===== config.mk =====
export PLATFORM = sky130hd
export DESIGN_NAME = approx_adder_gear_seq
export DESIGN_NICKNAME = d
export VERILOG_FILES = /design/src/rtl/approx_adder_gear_seq.sv
export SDC_FILE = /design/constraint.sdc
export NUM_CORES = 1
export LEC_CHECK = 0
export CAP_MARGIN = 20
export CELL_PAD_IN_SITES_DETAIL_PLACEMENT = 1
export CELL_PAD_IN_SITES_GLOBAL_PLACEMENT = 2
export CORE_MARGIN = 2
export CORE_UTILIZATION = 30
export CTS_BUF_LIST = sky130_fd_sc_hd__clkbuf_8 sky130_fd_sc_hd__clkbuf_16
export DETAILED_ROUTE_END_ITERATION = 10
export PLACE_DENSITY = 0.8
export RECOVER_POWER = 100
export SLEW_MARGIN = 20
export SYNTH_ARGS = -nofsm -noshare
export SYNTH_HDL_FRONTEND = slang
export SYNTH_SLANG_ARGS = --single-unit

===== constraint.sdc =====
create_clock -name clk -period 2.35 [get_ports clk]
set_clock_uncertainty 0.15 [all_clocks]
set_input_delay 0.235 -clock clk [delete_from_list [all_inputs] [get_ports clk]]
set_output_delay 0.235 -clock clk [all_outputs]
set_load 0.01 [all_outputs]

===== src/rtl/approx_adder_gear_seq.sv =====
// GeAr approximate adder/subtractor with optional iterative carry correction.
// Optional feature: define GEAR_CORRECTION_EN to build the CORRECT state and cin registers.
// Ports: clk, rst_n (async active-low), in_valid/in_ready, a, b, sub, correct,
//        out_valid/out_ready, result, err_detected, corr_count.
module approx_adder_gear_seq #(
  parameter int N = 32,
  parameter int R = 2,
  parameter int P = 6,
  localparam int L = R + P,
  localparam int K = (N - L) / R + 1,
  localparam int CW = (K > 1) ? $clog2(K) : 1
) (
  input  logic          clk,
  input  logic          rst_n,
  input  logic          in_valid,
  output logic          in_ready,
  input  logic [N-1:0]  a,
  input  logic [N-1:0]  b,
  input  logic          sub,
  input  logic          correct,
  output logic          out_valid,
  input  logic          out_ready,
  output logic [N-1:0]  result,
  output logic          err_detected,
  output logic [CW-1:0] corr_count
);

  localparam logic [1:0] S_IDLE    = 2'd0;
`ifdef GEAR_CORRECTION_EN
  localparam logic [1:0] S_CORRECT = 2'd1;
`endif
  localparam logic [1:0] S_DONE    = 2'd2;

  // ci[0] is the carry-in of window 0 (the subtract bit);
  // ci[i], i>=1, is the carry-in of window i.
  function automatic logic [N-1:0] gear_res(
    input logic [N-1:0] av,
    input logic [N-1:0] bv,
    input logic [K-1:0] ci
  );
    logic [N-1:0] res;
    logic [L:0]   w;
    res = '0;
    for (int i = 0; i < K; i++) begin
      w = {1'b0, av[i*R +: L]} + {1'b0, bv[i*R +: L]}
        + {{L{1'b0}}, ci[i]};
      if (i == 0) res[L-1:0] = w[L-1:0];
      else        res[i*R+P +: R] = w[L-1:P];
    end
    return res;
  endfunction

  // err[i]: carry into bit iR+P seen by window i differs from
  // the carry-out of window i-1 (which ends at that same bit).
  function automatic logic [K-1:0] gear_err(
    input logic [N-1:0] av,
    input logic [N-1:0] bv,
    input logic [K-1:0] ci
  );
    logic [K-1:0] e;
    logic [L:0]   w;
    logic [P:0]   lp;
    logic         co_prev;
    e = '0;
    co_prev = 1'b0;
    for (int i = 0; i < K; i++) begin
      w = {1'b0, av[i*R +: L]} + {1'b0, bv[i*R +: L]}
        + {{L{1'b0}}, ci[i]};
      lp = {1'b0, av[i*R +: P]} + {1'b0, bv[i*R +: P]}
         + {{P{1'b0}}, ci[i]};
      if (i > 0) e[i] = lp[P] ^ co_prev;
      co_prev = w[L];
    end
    return e;
  endfunction

`ifdef GEAR_CORRECTION_EN
  // fix[i]: carry into bit iR as computed inside window i-1,
  // i.e. the better-informed carry-in for window i.
  function automatic logic [K-1:0] gear_fix(
    input logic [N-1:0] av,
    input logic [N-1:0] bv,
    input logic [K-1:0] ci
  );
    logic [K-1:0] f;
    logic [R:0]   lr;
    logic         cr_prev;
    f = '0;
    cr_prev = 1'b0;
    for (int i = 0; i < K; i++) begin
      lr = {1'b0, av[i*R +: R]} + {1'b0, bv[i*R +: R]}
         + {{R{1'b0}}, ci[i]};
      if (i > 0) f[i] = cr_prev;
      cr_prev = lr[R];
    end
    return f;
  endfunction
`endif

  logic [1:0]    state_q, state_d;
  logic [N-1:0]  a_q, a_d;
  logic [N-1:0]  bv_q, bv_d;
  logic          sub_q, sub_d;
  logic          err_q, err_d;

  logic [N-1:0]  bv_in;
  logic [K-1:0]  err_in;
  logic [K-1:0]  cin_cur;
  logic [CW-1:0] cnt_cur;

  assign bv_in  = sub ? ~b : b;
  assign err_in = gear_err(a, bv_in, {{(K-1){1'b0}}, sub});

`ifdef GEAR_CORRECTION_EN
  logic [K-1:1]  cin_q, cin_d;
  logic [CW-1:0] cnt_q, cnt_d;
  logic [K-1:0]  err_c;
  logic [K-1:0]  fix_c;
  logic [K-1:1]  cin_n;
  logic [K-1:0]  err_n;
  logic          found;

  assign cin_cur = {cin_q, sub_q};
  assign cnt_cur = cnt_q;
  assign err_c   = gear_err(a_q, bv_q, cin_cur);
  assign fix_c   = gear_fix(a_q, bv_q, cin_cur);

  // One correction step: repair only the lowest erroneous window.
  always_comb begin
    found = 1'b0;
    cin_n = cin_q;
    for (int i = 1; i < K; i++) begin
      if (!found && err_c[i]) begin
        found    = 1'b1;
        cin_n[i] = fix_c[i];
      end
    end
  end

  // Errors after the step decide whether this is the last one.
  assign err_n = gear_err(a_q, bv_q, {cin_n, sub_q});
`else
  logic unused_ok;
  assign cin_cur   = {{(K-1){1'b0}}, sub_q};
  assign cnt_cur   = '0;
  assign unused_ok = correct;
`endif

  always_comb begin
    state_d = state_q;
    a_d     = a_q;
    bv_d    = bv_q;
    sub_d   = sub_q;
    err_d   = err_q;
`ifdef GEAR_CORRECTION_EN
    cin_d   = cin_q;
    cnt_d   = cnt_q;
`endif
    unique case (1'b1)
      state_q == S_IDLE: begin
        if (in_valid) begin
          a_d   = a;
          bv_d  = bv_in;
          sub_d = sub;
          err_d = |err_in;
`ifdef GEAR_CORRECTION_EN
          cin_d = '0;
          cnt_d = '0;
          state_d = (correct && |err_in) ? S_CORRECT : S_DONE;
`else
          state_d = S_DONE;
`endif
        end
      end
`ifdef GEAR_CORRECTION_EN
      state_q == S_CORRECT: begin
        cin_d = cin_n;
        cnt_d = cnt_q + CW'(1);
        if (err_n == '0) state_d = S_DONE;
      end
`endif
      state_q == S_DONE: begin
        if (out_ready) state_d = S_IDLE;
      end
      default: state_d = S_IDLE;
    endcase
  end

  always_ff @(posedge clk or negedge rst_n) begin
    if (!rst_n) begin
      state_q <= S_IDLE;
      a_q     <= '0;
      bv_q    <= '0;
      sub_q   <= 1'b0;
      err_q   <= 1'b0;
`ifdef GEAR_CORRECTION_EN
      cin_q   <= '0;
      cnt_q   <= '0;
`endif
    end else begin
      state_q <= state_d;
      a_q     <= a_d;
      bv_q    <= bv_d;
      sub_q   <= sub_d;
      err_q   <= err_d;
`ifdef GEAR_CORRECTION_EN
      cin_q   <= cin_d;
      cnt_q   <= cnt_d;
`endif
    end
  end

  assign in_ready     = (state_q == S_IDLE);
  assign out_valid    = (state_q == S_DONE);
  assign result       = gear_res(a_q, bv_q, cin_cur);
  assign err_detected = err_q;
  assign corr_count   = cnt_cur;

endmodule


Word-level counts from Yosys, hierarchy flattened:

Cells that the tools add are included.
Widths: inputs -> output; s select.

* bits in registers: 68
* latch bits: 0
* memory bits (writable): 0
* bits in read-only memories: 0
* memories kept: 0

* add/subtract/negate cells: 39
* multiply operators: 0
* div/mod/pow operators: 0
* order comparisons: 0
* equal/unequal tests: 3
* shift-type cells: 0
* multiplexer cells: 4
* bitwise gates (word level): 13
* reductions and logical operators: 4

Operators by type and width (number)
* $add 8x8->9: 12
* $add 8x8->8: 13
* $add 6x6->7: 12
* $mux 32: 1
* $not 32->32: 1
* $reduce_or 12->1: 1
* $xor 1x1->1: 12
* $add 9x1->9: 1
* $add 8x1->8: 1
* $mux 2: 2
* $pmux 2 s2: 1
* $reduce_and 2->1: 2
* $eq 2x2->1 const B: 1
* $logic_not 2->1: 1
* $ne 2x1->1 const B: 1
* $ne 2x2->1 const B: 1

Depth between registers and ports, before layout:

* word-level depth: 6
* gate-level depth with buffers: 9

Worst setup path before layout:

OpenSTA, ideal clock, no wires.

* path type: input port to flip-flop
* start: input sub
* end: register err_q, in the netlist err_detected
* arrival time: 2.565 ns
* data required time: 2.074 ns
* slack: -0.491 ns
* stages: 9
* path through: buf_2 > buf_1 > xor2_1 > ha_1 > nand4bb_1 > nor4_1 > a221o_1 > or4b_1 > o32a_1

RTL lines
* start, declared: RTL line 19 `input logic sub,`
* $mux 32 (*): RTL line 111 `assign bv_in = sub ? ~b : b;`
* via bv_in[19]: RTL line 106 `logic [N-1:0] bv_in;`
* $add 8x8->9 / $add 6x6->7 (equally long branches): RTL line 67, 69
* $xor 1x1->1: RTL line 71 `if (i > 0) e[i] = lp[P] ^ co_prev;`
* $reduce_or 12->1 (*): RTL line 165 `err_d = |err_in;`
* end signal, assigned: RTL line 205 `err_q <= err_d;`
* end, declared: RTL line 104 `logic err_q, err_d;`

The timed path passes the listed nets; every way through them passes the cells marked *.
A chain may end at the register's enable or synchronous reset.

Worst setup path after layout:

* start: register sub_q
* end: output result[6]

* word-level cells in the longest chain between the ends: 1

Ends and longest elaborated chain
* start, declared: RTL line 103 `logic sub_q, sub_d;`
* start signal, assigned: RTL line 204 `sub_q <= sub_d;`
* $add 8x1->8: RTL line 46 `+ {{L{1'b0}}, ci[i]};`
* end, declared: RTL line 23 `output logic [N-1:0] result,`

No other way between the ends.

==> results.ini <==
[outcome]
outcome=finished with violations
violations=negative setup slack

[grt]
antenna_found_initial=0
grt_start_max_net_pins=68
grt_first_pass_wirelength_mm=27.2
first_global_vias=5476
grt_overflow=0
grt_usage=0.195

[clocking]
cts_tree=yes
cts_buffers=9
cts-root-buf=clkbuf_16
clk_pin_slew_worst_paths_ps=60
clk_path_buf_depth=2
htreeDepth=3
insertion_delay_ps=350
cts_sinks=67

[sta]
fmax_mhz=379
post-route-period-util=1.12
fin_crit_ps=2640
timing.final.ws_setup_ps=-287
maxSlewViolCount=0
setup_viol=14
maxSlewHeadroom=0.0549
tightest_slew_ps=1420
hold_viol=0
rsz0062_at_grt=yes

[synth]
synth_top_family_by_area=simple AND/OR/NAND/NOR gates
synthAdderAreaFrac=0.159
ys_ff_latch=67
synth_compound_area_frac=0.102
synth_top_area_share=0.343
yosysSeqAreaShare=0.343
synthCells=591
yosys.area_share.simple=0.248
yosysTopAreaCell=dfrtp_1
synthTopCellsByArea=dfrtp_1 34%, nand2_1 17%, ha_1 15%
syn_area_um2=4890
synth.area.mux_share=0.00230
yosys_warnings=0
synth_cell_types=41
synthXorXnorAreaFrac=0.113
avgSynthCellArea_um2=8.27

[worst_setup_path]
path_class=reg -> out
reg2reg_to=a_q[0]
crit_start=sub_q
crit_path_end_kind=output pin
start_kind=flip-flop
rrSetupSlack_ps=60
r2r-start=state_q[1]
arrival_ps=2250
ff2ff_path_depth=3
cp_max_fo=2
crit_required_ps=1970

[floorplan]
die_h_um=132
ios=109
core_um2=15900
dieArea_um2=17300
start_util=0.308
die_x_um=132
rows=46

[placed_design]
portBuffers=103
place_congestion=0.788
dp_hpwl_mm=11.8
place_inst=977
placed_area_um2=6770

[finish]
fin_area_um2=7890
final_cells=1037
diodes=0
nets=947
syn2layout_area_growth_pct=61.5
layout-drive-gt1-share=0.341
fillers=1886
fin_util=0.497

[routing]
final_antenna_net_count=0
wl_per_cell_um=16.7
drtIter0Drc=138
wirelength_mm=17.3
via_per_inst=4.80
drc=0
drt-pass1-iter-count=4
vias=4977

[min_path]
holdPathEnd=a_q[15]
hold_path_startpoint=a[15]
worstHoldPathCells=3
min_path_type=in -> reg

[power_and_ir_drop]
peakVddDrop_uv=337
leakagePower_nw=3.93
powerDensity_nw_per_um2=911

[job]
max_cap_violations=0

[cells in the final DEF, fill, tap and decap left out, drive strengths merged, types with 7 or more instances in the layout]
master | synthesis | final
a21o | 14 | 14
a21oi | 28 | 28
a31oi | 7 | 7
buf | 12 | 157
clkbuf | 10 | 14
clkdlybuf4s50 | 0 | 43
dfrtp | 67 | 67
dlygate4sd2 | 0 | 13
dlymetal6s2s | 0 | 7
ha | 59 | 59
inv | 14 | 14
nand2 | 218 | 218
nor2 | 17 | 17
nor4bb | 9 | 9
o21ai | 15 | 15
or2 | 9 | 9
xnor2 | 24 | 24
xor2 | 39 | 39
[synth_stat cells]
cell type and number:
dfrtp_1 67, or4b_1 1, buf_4 4, o21bai_1 1, nand4_1 3, nand3_1 6
o211ai_1 6, buf_1 5, xnor2_1 24, a21o_1 14, or2_2 9, clkbuf_1 10
nor4_1 3, o2111ai_1 2, fa_1 2, o41ai_1 2, inv_1 14, nor2b_1 2
and3_1 1, xor2_1 39, nor2_1 17, a22oi_1 1, nand2_1 218, a31oi_1 7
nor3b_1 1, nor4bb_1 9, conb_1 1, ha_1 59, buf_2 3, nand4bb_1 1
and2_1 1, o32a_1 1, o221ai_1 1, a221o_1 1, o21ai_0 15, nor4_2 1
mux2_2 1, a21oi_1 28, o22ai_1 2, nor3_1 6, and4_1 2
[where the power goes]
| part | leakage (nW) | switching (mW) | internal, mW |
|---|---|---|---|
| Clock | 0.141 | 0.547 | 0.817 |
| Sequential | 0.825 | 0.208 | 1.41 |
| Combinational | 2.97 | 2.04 | 2.16 |
| Total | 3.93 | 2.80 | 4.39 |
[metal layers]
metal	GRT usage	part of all wire	wire, um	vias to the layer above
met4	0.0682	0.020	355	0
li1	-	-	-	2417
met3	0.0343	0.024	411	22
met1	0.229	0.42	7240	2465
met2	0.355	0.54	9340	73
met5	0	0	0	-
[worst max-delay path, cell delays in order, from the launching register on]
cell,delay (ps)
dfrtp_1,370
inv_2,70
fa_2,210
inv_2,40
fa_2,340
a21o_1,190
a21oi_2,190
o21ai_2,80
a21oi_2,140
xnor2_1,120
buf_2,150
[sequential cells by signal, summed over array words and instances (netlist names)]
| register | count |
|---|---|
| bv_q | 32 |
| state_q | 1 |
| a_q | 32 |
| sub_q | 1 |
| err_detected | 1 |
[cell type report]
type,instances,area (um^2),share of cell area
Multi-Input combinational cell,491,3700,0.469
Timing Repair Buffer,233,1900,0.240
Sequential cell,67,1680,0.212
Tap cell,216,270,0.0342
Clock buffer,9,225,0.0285
Clock inverter,7,68.8,0.00872
Inverter,14,52.6,0.00666
[stage by stage]
step	worst slack, ps	setup TNS [ps]	total power, mW	hold WS, ps
global placement	-550	-5220	5.39	133
floorplan	-220	-220	3.48	-211
global route	-391	-3770	7.71	73.2
detailed placement	-631	-6080	5.51	138
finish	-287	-1120	7.19	58.6
CTS	-319	-1550	6.88	189
[worst max-delay path by stage]
stage	end	slack, ps	depth (start not counted)
2_1_floorplan	err_detected	-220	9
3_3_place_gp	err_detected	-550	9
3_5_place_dp	err_detected	-630	8
4_1_cts	result[6]	-320	10
5_1_grt	result[6]	-390	10
6_report	result[6]	-290	10
[cell families (layout without fill, tap and decap cells)]
family / count (synthesis) / in the layout
compound gates: 81 / 81
xor+xnor: 63 / 63
fa+ha+maj: 61 / 61
buf+inv: 36 / 263
flops: 67 / 67
mux: 1 / 1
other cells: 1 / 4
simple gates: 281 / 281
[what timing repair did]
action                                 in CTS  in global routing
setup endpoints to repair                  32                 31
gates resized for setup                   203                 66
setup buffers                              33                 12
hold buffers                                1                  0
pin swaps                                 101                 45
endpoints found under the hold margin      67                  0
(Power assumes the default switching activity.)
